`config.mk`:
```
export PLATFORM = sky130hd
export DESIGN_NAME = prog_mem_loader_flat
export DESIGN_NICKNAME = d
export VERILOG_FILES = /design/src/rtl/cpu_pkg.sv /design/src/rtl/prog_mem_loader_if.sv /design/src/rtl/prog_mem_array.sv /design/src/rtl/prog_mem_loader.sv /design/src/flat_wrapper.sv
export SDC_FILE = /design/constraint.sdc
export NUM_CORES = 1
export LEC_CHECK = 0
export CORE_MARGIN = 5
export CORE_UTILIZATION = 60
export CTS_CLUSTER_DIAMETER = 100
export DETAILED_ROUTE_END_ITERATION = 6
export DONT_BUFFER_PORTS = 1
export MAX_ROUTING_LAYER = met4
export PLACE_DENSITY_LB_ADDON = 0.12
export SLEW_MARGIN = 20
export SYNTH_ARGS = -nofsm -noshare
export SYNTH_HDL_FRONTEND = slang
export SYNTH_HIERARCHICAL = 1
export SYNTH_SLANG_ARGS = --single-unit
export TNS_END_PERCENT = 1
```
`constraint.sdc`:
```
create_clock -name clk -period 4.4 [get_ports clk]
set_clock_uncertainty 0.05 [all_clocks]
set_input_delay 0.22 -clock clk [delete_from_list [all_inputs] [get_ports clk]]
set_output_delay 0.22 -clock clk [all_outputs]
set_load 0.1 [all_outputs]
```
`src/rtl/cpu_pkg.sv`:
```
// Shared widths, loader state encoding and opcode field values for the 4-bit CPU slice.
package cpu_pkg;
    localparam int ADDR_W = 4;
    localparam int DATA_W = 8;
    localparam int DEPTH  = 1 << ADDR_W;

    typedef enum logic [1:0] {
        LD_HOLD,
        LD_RUN,
        LD_LOAD
    } ld_state_t;

    // Opcode occupies instr[7:4], immediate instr[3:0]
    localparam logic [3:0] OP_NOP = 4'h0;
    localparam logic [3:0] OP_LDI = 4'h1;
    localparam logic [3:0] OP_ADD = 4'h2;
    localparam logic [3:0] OP_SUB = 4'h3;
    localparam logic [3:0] OP_JMP = 4'h4;
    localparam logic [3:0] OP_JZ  = 4'h5;
    localparam logic [3:0] OP_OUT = 4'h6;
    localparam logic [3:0] OP_HLT = 4'hF;

    function automatic logic [DATA_W-1:0] make_instr(input logic [3:0] op, input logic [3:0] imm);
        return {op, imm};
    endfunction
endpackage

```
`src/rtl/prog_mem_loader_if.sv`:
```
// Byte-stream loader bus: control pulses plus valid/ready write channel.
interface prog_mem_loader_if;
    import cpu_pkg::*;

    logic              load_start;
    logic              load_end;
    logic              wr_valid;
    logic [DATA_W-1:0] wr_data;
    logic              wr_ready;

    modport master (
        output load_start, load_end, wr_valid, wr_data,
        input  wr_ready
    );

    modport slave (
        input  load_start, load_end, wr_valid, wr_data,
        output wr_ready
    );
endinterface

```
`src/rtl/prog_mem_array.sv`:
```
// Program storage: one synchronous write port, one asynchronous read port, no reset.
module prog_mem_array
    import cpu_pkg::*;
(
    input  logic              clk,
    input  logic              we,
    input  logic [ADDR_W-1:0] waddr,
    input  logic [DATA_W-1:0] wdata,
    input  logic [ADDR_W-1:0] raddr,
    output logic [DATA_W-1:0] rdata
);
    logic [DATA_W-1:0] mem [DEPTH];

    always_ff @(posedge clk) begin
        if (we) begin
            mem[waddr] <= wdata;
        end
    end

    assign rdata = mem[raddr];
endmodule

```
`src/rtl/prog_mem_loader.sv`:
```
// Program memory with a streaming loader that also sequences the CPU's reset.
//
// state   | meaning
// --------+-------------------------------------------------------------
// LD_HOLD | CPU held in reset, hold counter running down to RUN
// LD_RUN  | CPU released, memory read-only, waiting for load_start
// LD_LOAD | CPU held in reset, accepting bytes from word 0 upward
module prog_mem_loader
    import cpu_pkg::*;
#(
    parameter int HOLD_CYCLES = 2
) (
    input  logic                clk,
    input  logic                n_reset,
    input  logic [ADDR_W-1:0]   address,
    output logic [DATA_W-1:0]   instr,
    prog_mem_loader_if.slave    bus,
    output logic                cpu_n_reset,
    output logic                loading,
    output logic [ADDR_W:0]     load_count,
    output logic [7:0]          checksum
);
    localparam logic [3:0] HOLD_INIT = 4'(HOLD_CYCLES);
    localparam logic [ADDR_W-1:0] LAST_PTR = ADDR_W'(DEPTH - 1);

    ld_state_t         state;
    logic [3:0]        hold_cnt;
    logic [ADDR_W-1:0] wr_ptr;
    logic              accept;

    // load_start has priority, so a coincident byte is refused rather than stored
    assign bus.wr_ready = (state == LD_LOAD) && !bus.load_start;
    assign accept       = bus.wr_ready && bus.wr_valid && n_reset;

    prog_mem_array u_array (
        .clk   (clk),
        .we    (accept),
        .waddr (wr_ptr),
        .wdata (bus.wr_data),
        .raddr (address),
        .rdata (instr)
    );

    always_ff @(posedge clk) begin
        if (!n_reset) begin
            state       <= LD_HOLD;
            hold_cnt    <= HOLD_INIT;
            cpu_n_reset <= 1'b0;
            wr_ptr      <= '0;
            load_count  <= '0;
            checksum    <= '0;
            loading     <= 1'b0;
        end else if (bus.load_start) begin
            state       <= LD_LOAD;
            cpu_n_reset <= 1'b0;
            wr_ptr      <= '0;
            load_count  <= '0;
            checksum    <= '0;
            loading     <= 1'b1;
        end else begin
            case (state)
                LD_HOLD: begin
                    hold_cnt <= hold_cnt - 4'd1;
                    if (hold_cnt == 4'd1) begin
                        state       <= LD_RUN;
                        cpu_n_reset <= 1'b1;
                    end
                end
                LD_RUN: begin
                    cpu_n_reset <= 1'b1;
                end
                LD_LOAD: begin
                    if (accept) begin
                        wr_ptr     <= wr_ptr + 1'b1;
                        load_count <= load_count + 1'b1;
                        checksum   <= checksum + bus.wr_data;
                    end
                    // The 16th byte always closes the load; the pointer never wraps in use
                    if ((accept && wr_ptr == LAST_PTR) || bus.load_end) begin
                        state    <= LD_HOLD;
                        hold_cnt <= HOLD_INIT;
                        loading  <= 1'b0;
                    end
                end
                default: begin
                    state       <= LD_HOLD;
                    hold_cnt    <= HOLD_INIT;
                    cpu_n_reset <= 1'b0;
                    loading     <= 1'b0;
                end
            endcase
        end
    end
endmodule

```
`src/flat_wrapper.sv`:
```
// flat-port wrapper written by rule: the top's interface ports become plain ports
module prog_mem_loader_flat import cpu_pkg::*;
#(
    parameter int HOLD_CYCLES = 2
)
  (clk, n_reset, address, instr, cpu_n_reset, loading, load_count, checksum, bus_load_start, bus_load_end, bus_wr_valid, bus_wr_data, bus_wr_ready);
  prog_mem_loader_if bus_i ();
  input  logic clk;
  input  logic n_reset;
  input  logic [ADDR_W-1:0] address;
  output logic [DATA_W-1:0] instr;
  output logic cpu_n_reset;
  output logic loading;
  output logic [ADDR_W:0] load_count;
  output logic [7:0] checksum;
  input wire logic [$bits(bus_i.load_start)-1:0] bus_load_start;
  input wire logic [$bits(bus_i.load_end)-1:0] bus_load_end;
  input wire logic [$bits(bus_i.wr_valid)-1:0] bus_wr_valid;
  input wire logic [$bits(bus_i.wr_data)-1:0] bus_wr_data;
  output wire logic [$bits(bus_i.wr_ready)-1:0] bus_wr_ready;
  assign bus_i.load_start = bus_load_start;
  assign bus_i.load_end = bus_load_end;
  assign bus_i.wr_valid = bus_wr_valid;
  assign bus_i.wr_data = bus_wr_data;
  assign bus_wr_ready = bus_i.wr_ready;
  prog_mem_loader #(.HOLD_CYCLES(HOLD_CYCLES)) u_core (.clk(clk), .n_reset(n_reset), .address(address), .instr(instr), .bus(bus_i), .cpu_n_reset(cpu_n_reset), .loading(loading), .load_count(load_count), .checksum(checksum));
endmodule
```
==> metrics.txt, run 1 <==
outcome=finished, final reports clean; initial antenna violation count=0; fin crit share=68.0%; maxcap violations=0; Root Driver=clkbuf_8; CP required=4.48 ns; reg2reg setup slack=approximately 1.4 ns; Finished Cell Area=~7200 sq um; clk slew on worst S/H paths=around 0.06 ns; Synth Area in XOR/XNOR=1.22%; Post-Syn Area=6440 sq um; Slew @ Worst Pin=1.11 ns; Avg WL per Cell=23.3 um; number of diodes=0; Row Count=37; Worst Path Max Fanout=16; top cells by area, synth=edfxtp_1 (60%), dfxtp_1 (7.8%), mux4_2 (6.3%), mux4_1 (5.7%), ha_1 (2.1%); CTS tree=built; Syn Nets=between 400 and 500; worst hold-check path type=primary input to flip-flop; I/O Buffers=0; R2R depth=4; gpl congestion=0.865; die span in x=114 um; clock sink count=approximately 150; Hold Vio Cnt, Final=0; VDD IR-drop max=248 uV; post-CTS setup buffers=0; Simple-Gate Fraction of Synth Area=8.10%; hold slack=0.0215 ns; length of the first detailed-routing pass in iterations=4; Worst Setup End Kind=flip-flop; Seq/Total Area, Yosys=67.4%; reg2reg start=u_core/state[1]$_SDFFE_PN0P_; largest net degree at the start of global routing=33; first-pass GRT wire length=20200 um; most common cell after layout, fill and taps aside=edfxtp_1; post-synthesis mux area share=12.0%; Arrival @ worst endpoint=3.07 ns; Final Power=3140 uW; most frequent cells in the layout=edfxtp_1 (128), nor2_1 (27), nand2_1 (27); H-Tree Level Count=4; DR iter-0 viols=278; worst hold stages=3; Tmin final=between 2 and 3 ns; r2r endpoint=u_core/u_array/mem[0][0]$_DFFE_PP_; Hold Startpoint=bus_load_start; final setup fails=0; Sum Neg Setup Slack=0 ns; post-DP HPWL=7810 um; share of layout cells above drive strength 1=16.0%; FMAX=0.334 GHz; number of fill cells=684; Area growth syn-to-layout=11.9%; cell taking the most area after synthesis=edfxtp_1; vias in the first global route=roughly 3500; Adder-Cell Fraction of Synth Area=2.45%; Worst-Skew Late Latency=a little over 0.5 ns; maximum clock path buffer count=2; vias per std cell=roughly 6.1; Syn Inst Count=386; post-cts resize count=0; nature of the critical path startpoint=flip-flop; DR DRC count=0; CTS buffer count=17; starting density of the core=61.8%; share of Yosys cell area claimed by the top area cell type=between 50% and 60%; Synth Area in Compound Gates=5.92%; Post-synth EDFFs=128; combinational family with the most area after synthesis=multiplexers; post-detailed-route count of antenna-violating nets=0; critical path class=flip-flop to flip-flop; RSZ-0062 raised after global routing=no; GRT Residual Overflow=0; max-slew violation count=0; total vias in the final route=between 3000 and 4000; All-Layer GR Usage=roughly 22%; Netlist cell types=55; total I/O pin count=a little over 40; final wirelength=12900 um; ys async rst share=0%; Worst Hold End=u_core/hold_cnt[1]$_SDFFE_PN1P_; Synth Flop Type=edfxtp_1; Post-DP Area=6520 sq um; Vert. Die Dim=approximately 110 um; Slew Limit Headroom=between 20% and 30%; YS warnings=6; syn avg cell area=16.7 sq um; flop and latch count out of synthesis=~150; P_leak=0.00241 uW; Die ar.=12900 sq um; hold buffer count at cts=13; core region area=10400 sq um; PwrDens=435 nW/um^2; Total Nets Final=434
synth_stat cells (all sizes together), types with 2 or more instances:
master / count
edfxtp: 128
mux4: 32
nor2: 28
nand2: 27
dfxtp: 25
a22oi: 16
a21oi: 14
buf: 13
ha: 11
inv: 9
nor3: 9
xor2: 7
o21ai: 6
nand2b: 5
nand3: 5
nor2b: 5
and2: 4
nand4: 4
clkdlybuf4s25: 3
nand3b: 3
a211oi: 2
a21boi: 2
a31oi: 2
and2b: 2
and3: 2
nor3b: 2
nor4: 2
o211ai: 2
o21a: 2
o31ai: 2
xnor2: 2
how the worst max path moves through the flow:
stage	from	to	slack, ns	cells past startpoint
finish	u_core/state[1]$_SDFFE_PN0P_	u_core/u_array/mem[0][0]$_DFFE_PP_	1.41	4
global route	u_core/state[1]$_SDFFE_PN0P_	u_core/u_array/mem[0][0]$_DFFE_PP_	1.27	4
CTS	u_core/state[1]$_SDFFE_PN0P_	u_core/u_array/mem[0][0]$_DFFE_PP_	1.42	4
detailed placement	bus_load_start	u_core/u_array/mem[0][0]$_DFFE_PP_	1.43	4
global placement	bus_load_start	u_core/u_array/mem[0][0]$_DFFE_PP_	1.52	4
floorplan	u_core/state[1]$_SDFFE_PN0P_	bus_wr_ready	1.50	2
worst max-delay path: stages, from the launching register on:
cell      delay (ns)
dfxtp_1         0.54
nand3b_4        0.27
nor2_1          0.35
or3b_2          0.53
nor3_1          0.86
stage by stage:
step,util [%],setup WS [ns],std cells
CTS,69.2,1.42,554
finish,69.2,1.41,554
global placement,62.5,1.52,509
detailed placement,62.6,1.43,509
floorplan,-,1.50,386
global route,69.2,1.27,554
metal layers:
metal,up-vias,share of wire [%],track usage [%]
met3,9,6.8,5.36
met4,0,1.1,6.65
met5,-,0,-
met2,100,52,35.6
met1,1728,40,28.2
li1,1567,-,-
cell type report:
class / instances / area (sq um) / area share (%)
flip-flops and latches: 153 / 4340 / 60.3
multi-input cells: 207 / 1930 / 26.8
clock buffers: 19 / 422 / 5.85
repair buffers: 17 / 178 / 2.46
well taps: 136 / 170 / 2.36
clock inverters: 13 / 129 / 1.79
inverters: 9 / 33.8 / 0.469
power breakdown:
part           leakage (uW)  switching [uW]  internal (uW)
Clock              0.000255             539            800
Combinational      0.000797             139           61.2
Sequential          0.00135            21.7           1580
Total               0.00241             699           2440
state kept, by name (all words and copies together), names as in the netlist:
| register | cells |
|---|---|
| u_core/wr_ptr | 4 |
| u_core/u_array/mem | 128 |
| u_core/cpu_n_reset | 1 |
| u_core/loading | 1 |
| u_core/load_count | 5 |
| u_core/state | 2 |
| u_core/hold_cnt | 4 |
| u_core/checksum | 8 |
cell families after synthesis:
family / count (synthesis)
flip-flops: 153
AND/OR/NAND/NOR: 100
AO/OA/AOI/OAI: 54
multiplexers: 32
buffers and inverters: 26
adder cells (fa/ha/maj): 12
XOR/XNOR: 9
(Power assumes the default switching activity.)
==> inputs of run 2 (changes only) <==
--- a/config.mk
+++ b/config.mk
@@ -5,6 +5,7 @@
 export SDC_FILE = /design/constraint.sdc
 export NUM_CORES = 1
 export LEC_CHECK = 0
+export ABC_AREA = 1
 export CORE_MARGIN = 5
 export CORE_UTILIZATION = 60
 export CTS_CLUSTER_DIAMETER = 100
==> constraint.sdc (replaced) <==
create_clock -name clk -period 3 [get_ports clk]
set_clock_uncertainty 0.05 [all_clocks]
set_input_delay 0.15 -clock clk [delete_from_list [all_inputs] [get_ports clk]]
set_output_delay 0.15 -clock clk [all_outputs]
set_load 0.1 [all_outputs]
==> run 2 against run 1 <==
Register-to-register slack worse by 0.51 ns. Hold slack improved by 0.0043 ns. Sequential share of layout area down 5.8 points. First-iteration DRC count is 110% higher. Final cell count grew 66%. Synthesized cell count up 89%. Utilization is 0.39 points higher. Routed wire length increased by 22%. Critical path depth up 6. Total power is 57% higher. Critical endpoint is now u_core/checksum[6]$_SDFFE_PP0P_. Largest power group unchanged.
==> metrics.txt, run 2 <==
Netlist cell types=35; WP buf/inv=3; core region area=11500 sq um; R2R depth=4; die span in x=118 um; flop and latch count out of synthesis=153; Avg WL per Cell=17.2 um; starting density of the core=61.5%; Post-synth EDFFs=~130; fin crit share=between 70% and 80%; largest net degree at the start of global routing=66; Arrival @ worst endpoint=~2.7 ns; clk slew on worst S/H paths=0.06 ns; Synth Flop Type=edfxtp_1; Seq/Total Area, Yosys=61.5%; DR DRC count=0; post-place setup slack=between 0.9 and 1 ns; Largest regs=u_core/u_array/mem: 128 flops, u_core/checksum: 8 flops, u_core/load_count: 5 flops; H-Tree Level Count=4; vias in the first global route=4764; GRT Residual Overflow=0; Tmin final=2.38 ns; share of layout cells above drive strength 1=10.1%; Slew Limit Headroom=35.0%; most common cell after layout, fill and taps aside=nand2_1; CTS tree=built; CTS buffer count=17; Final Power=4930 uW; area of the multi-input gates=between 2000 and 2500 sq um; Max stage delay cell, worst path=dlygate4sd3_1; post-detailed-route count of antenna-violating nets=0; vias per std cell=5.43; Slew @ Worst Pin=0.974 ns; clock sink count=~150; commonest cells in the netlist=nand2_1 (215), edfxtp_1 (128), inv_1 (120); Hold Vio Cnt, Final=0; delay-heaviest family, CP=buffers and inverters; initial antenna violation count=2; Syn Nets=760; max FFs per register=~130; I/O Buffers=0; gpl congestion=0.960; first-pass GRT wire length=roughly 25000 um; DR iter-0 viols=587; most common cell in the netlist=nand2_1; reg2reg setup slack=0.90 ns; top cells by area, synth=edfxtp_1 (54%), nand2_1 (11%), nand3_1 (7.9%), dfxtp_1 (7.1%), inv_1 (6.4%); RSZ-0062 raised after global routing=no; P_leak=~0.0035 uW; critical path startpoint=bus_wr_data[0]; worst hold-check path type=primary input to flip-flop; critical path class=primary input to flip-flop; CP required=3.27 ns; crit-path cells=dlygate4sd3_1 -> ha_1 -> inv_1 -> fa_1 -> o21ai_0 -> nand2_1 -> nand3_1 -> nand3_1 -> nand2_1 -> inv_1; Worst Path Max Fanout=17; total I/O pin count=41; maxcap violations=0; VDD IR-drop max=about 560 uV; most frequent cells in the layout=nand2_1 (215), edfxtp_1 (128), inv_1 (120); share of Yosys cell area claimed by the top area cell type=a little over half; post-route setup slack=0.619 ns; post-cts resize count=0; max-slew violation count=0; most flop-heavy register=u_core/u_array/mem; maximum clock path buffer count=2; cell taking the most area after synthesis=edfxtp_1; Worst Setup End Kind=flip-flop; YS warnings=6; Area growth syn-to-layout=13.1%; Total Nets Final=791; Root Driver=clkbuf_16; post-DP HPWL=10000 um; total vias in the final route=approximately 5000; Die ar.=14000 sq um; r2r endpoint=u_core/u_array/mem[8][6]$_DFFE_PP_; Worst-Skew Late Latency=roughly 0.42 ns; final setup fails=0; number of fill cells=858; nature of the critical path startpoint=primary input; Post-Syn Area=7060 sq um; Row Count=39; length of the first detailed-routing pass in iterations=5; FMAX=0.420 GHz; Sum Neg Setup Slack=0 ns; All-Layer GR Usage=about a quarter; Reg area=approximately 4300 sq um; syn avg cell area=9.66 sq um; Worst path max stage delay=1.04 ns; reg2reg start=u_core/state[1]$_SDFFE_PN0P_; Vert. Die Dim=118 um; PwrDens=618 nW/um^2; ys async rst share=0%; Critical Path End=u_core/checksum[6]$_SDFFE_PP0P_; final wirelength=15800 um; WP depth=10; outcome=finished, final reports clean; Syn Inst Count=731
-- run 2: cell types whose count changed after synthesis, sizes merged, moves of 12 or more --
cell,before,now
inv,9,126
nor2,28,40
nand2,27,219
nand3,5,114
mux4,32,0
a22oi,16,0
buf,13,25
-- run 2: power by group --
| group | switching, uW | internal, uW | total (uW) |
|---|---|---|---|
| Sequential | 27.7 | 2320 | 2350 |
| Combinational | 330 | 110 | 440 |
| Clock | 826 | 1320 | 2140 |
-- run 2: cells by family after synthesis --
logic type      share of synthesized area (%)
simple gates                             23.9
flops                                    61.5
buf+inv                                  9.29
compound gates                           2.55
fa+ha+maj                                2.23
xor+xnor                                0.496
-- run 2: worst min path at each step --
| stage | start | slack, ns | to | cells past startpoint |
|---|---|---|---|---|
| CTS | bus_wr_data[1] | 0.03 | u_core/checksum[1]$_SDFFE_PP0P_ | 3 |
| global route | bus_wr_data[1] | 0.06 | u_core/checksum[1]$_SDFFE_PP0P_ | 3 |
| detailed placement | n_reset | 0.20 | u_core/hold_cnt[1]$_SDFFE_PN1P_ | 1 |
| finish | bus_wr_data[1] | 0.03 | u_core/checksum[1]$_SDFFE_PP0P_ | 3 |
| floorplan | n_reset | 0.18 | u_core/hold_cnt[1]$_SDFFE_PN1P_ | 1 |
| global placement | n_reset | 0.19 | u_core/hold_cnt[1]$_SDFFE_PN1P_ | 1 |
-- run 2: worst register-to-register path, cell delays in order (launching register included) --
cell	delay, ns
dfxtp_1	0.44
nand3_4	0.14
nor2_8	0.29
nand3b_1	0.23
nor2_1	0.57
-- run 2: metrics by stage --
step	instance area, sq um	util, %	std cells	hold WS, ns
final	7980	69.6	921	0.0258
after global routing	7980	69.6	921	0.0603
after CTS	7970	69.5	918	0.0253
after detailed placement	7240	63.2	873	0.200
after global placement	7240	63.2	873	0.189
after floorplan	7060	-	731	0.184
-- run 2: area by class of cell --
class / instances / area share (%)
clock buffers: 19 / 5.42
diodes: 3 / 0.0941
inverters: 127 / 5.99
multi-input cells: 426 / 25.8
clock inverters: 13 / 2.12
well taps: 143 / 2.24
flip-flops and latches: 153 / 54.4
repair buffers: 37 / 3.89
-- run 2: repair_timing --
| item | CTS | global route |
|---|---|---|
| endpoints found under the hold margin | 142 | 0 |
| hold buffers | 13 | 0 |
| buffers inserted | 0 | 0 |
-- run 2: per-layer routing --
layer  share of wire (%)  global-route usage [%]
met1                  42                    29.9
met2                  47                    36.9
met5                   0                       -
met3                 8.6                    5.73
met4                 3.2                    10.7
==> inputs of run 3 (changes only) <==
--- a/config.mk
+++ b/config.mk
@@ -7,7 +7,7 @@
 export LEC_CHECK = 0
 export ABC_AREA = 1
 export CORE_MARGIN = 5
-export CORE_UTILIZATION = 60
+export CORE_UTILIZATION = 57
 export CTS_CLUSTER_DIAMETER = 100
 export DETAILED_ROUTE_END_ITERATION = 6
 export DONT_BUFFER_PORTS = 1
==> constraint.sdc (replaced) <==
create_clock -name clk -period 2 [get_ports clk]
set_clock_uncertainty 0.05 [all_clocks]
set_input_delay 0.1 -clock clk [delete_from_list [all_inputs] [get_ports clk]]
set_output_delay 0.1 -clock clk [all_outputs]
set_load 0.1 [all_outputs]
==> run 3 against run 2 <==
Register-to-register slack lost 0.63 ns. Largest cell class unchanged. Die area rose by 4.8%. Flip-flop and latch count unchanged.
==> metrics.txt, run 3 (synthesized netlist as in run 2, its figures left out) <==
outcome=finished, final reports clean; H-Tree Level Count=4; post-place setup slack=between 0.2 and 0.25 ns; first-pass GRT wire length=25800 um; worst hold-check path type=primary input to flip-flop; reg2reg start=u_core/checksum[0]$_SDFFE_PP0P_; share of layout cells above drive strength 1=12.7%; DR iter-0 viols=between 400 and 500; most frequent cells in the layout=nand2_1 (215), edfxtp_1 (128), inv_1 (120); CTS tree=built; Root Driver=clkbuf_16; WP buf/inv=2; Arrival @ worst endpoint=1.59 ns; reg2reg setup slack=0.27 ns; die span in x=~120 um; most common cell after layout, fill and taps aside=nand2_1; starting density of the core=approximately three fifths; final setup fails=0; initial antenna violation count=1; fin util=68.8%; core region area=between 10000 and 15000 sq um; DR DRC count=0; nature of the critical path startpoint=flip-flop; crit-path cells=inv_1 -> nand2_1 -> nand3_1 -> nand3_1 -> nand3_1 -> nand2_1 -> buf_12; fin crit share=~87%; post-DP HPWL=between 9000 and 10000 um; CP required=1.85 ns; r2r endpoint=u_core/checksum[6]$_SDFFE_PP0P_; R2R depth=9; Post-DP Area=7520 sq um; length of the first detailed-routing pass in iterations=5; post-detailed-route count of antenna-violating nets=0; Vert. Die Dim=121 um; Worst path most repeated cell=nand3_1; most flop-heavy register=u_core/u_array/mem; Slew Limit Headroom=40.0%; largest net degree at the start of global routing=66; hold slack=0.0297 ns; WP depth=7; Row Count=40; post-route setup slack=0.258 ns; total vias in the final route=5025; Worst Setup End Kind=output pin; GRT Residual Overflow=0; critical path class=flip-flop to output pin; delay-heaviest family, CP=simple AND/OR/NAND/NOR gates; final wirelength=16100 um; vias per std cell=5.21; Hold Vio Cnt, Final=0; max FFs per register=128; maxcap violations=0; VDD IR-drop max=687 uV; post-CTS setup buffers=0; PwrDens=between 900 and 1000 nW/um^2; maximum clock path buffer count=2; RSZ-0062 raised after global routing=no; FMAX=~0.57 GHz; clk slew on worst S/H paths=0.06 ns; Total Nets Final=812; Critical Path End=instr[4]; Tmin final=1.74 ns; Die ar.=around 15000 sq um; Worst-Skew Late Latency=roughly 0.42 ns; Max stage delay cell, worst path=edfxtp_1; Hold Startpoint=bus_wr_data[5]; I/O Buffers=0; Sum Neg Setup Slack=0 ns; critical path startpoint=u_core/u_array/mem[0][4]$_DFFE_PP_; Area growth syn-to-layout=17.6%; vias in the first global route=5124; Worst path max stage delay=roughly 0.36 ns; gpl congestion=0.840; Avg WL per Cell=16.7 um; All-Layer GR Usage=24.3%; max-slew violation count=0; clock sink count=153; Slew @ Worst Pin=0.897 ns; Largest regs=u_core/u_array/mem: 128 flops, u_core/checksum: 8 flops, u_core/load_count: 5 flops; number of diodes=0; Finished Cell Area=~8300 sq um; P_leak=about 0.0037 uW; CTS buffer count=17; Worst Path Max Fanout=1; total I/O pin count=41
run 3: cell types whose count changed in the layout (fill, tap and decap cells not counted), moves of 3 or more:
cell,delta
buf_4,+11
buf_12,+8
clkbuf_8,+7
clkinv_2,+4
inv_6,-4
clkinvlp_4,-3
diode_2,-3
run 3: how the worst min path moves through the flow:
stage                                          to  cells past startpoint
4_1_cts           u_core/checksum[5]$_SDFFE_PP0P_                      4
3_5_place_dp   u_core/u_array/mem[6][1]$_DFFE_PP_                      0
2_1_floorplan     u_core/hold_cnt[1]$_SDFFE_PN1P_                      1
5_1_grt           u_core/checksum[5]$_SDFFE_PP0P_                      4
6_report          u_core/checksum[5]$_SDFFE_PP0P_                      4
3_3_place_gp      u_core/hold_cnt[1]$_SDFFE_PN1P_                      1
run 3: per-layer routing:
metal	wire length, um	GRT usage (%)	vias to the layer above
li1	-	-	2468
met1	6120	26.7	2361
met2	8430	41.8	157
met3	932	5.13	39
met4	653	12.7	0
met5	0	-	-
run 3: area by class of cell:
type / count / area, sq um
fillers: 950 / 3760
clock inverters: 5 / 50.0
clock buffers: 27 / 576
repair buffers: 58 / 576
well taps: 168 / 210
multi-input cells: 426 / 2060
flip-flops and latches: 153 / 4350
inverters: 127 / 478
run 3: worst min-delay path: cells and delay by family:
kind / cells / cell delay (ns)
xor gates and xnor gates: 1 / 0.09
adders and majority gates: 1 / 0.17
and+or+nand+nor: 2 / 0.10
run 3: stage by stage:
step,power (uW),cells
6_report,7470,964
5_1_grt,7760,964
4_1_cts,7540,964
3_5_place_dp,4210,917
3_3_place_gp,4190,917
2_1_floorplan,4070,731
run 3: what timing repair did:
item                                   4_1_cts  5_1_grt
endpoints found under the hold margin      147        0
hold buffers                                15        0
resized for setup                            0        2
setup endpoints to repair                    0        3
run 3: power by group:
| part | switching, uW | internal [uW] | total, uW | leakage, uW |
|---|---|---|---|---|
| registers | 30.9 | 3480 | 3510 | 0.00135 |
| logic | 496 | 215 | 710 | 0.00200 |
| clock network | 1170 | 2090 | 3250 | 0.000315 |
| total | 1690 | 5780 | 7470 | 0.00367 |
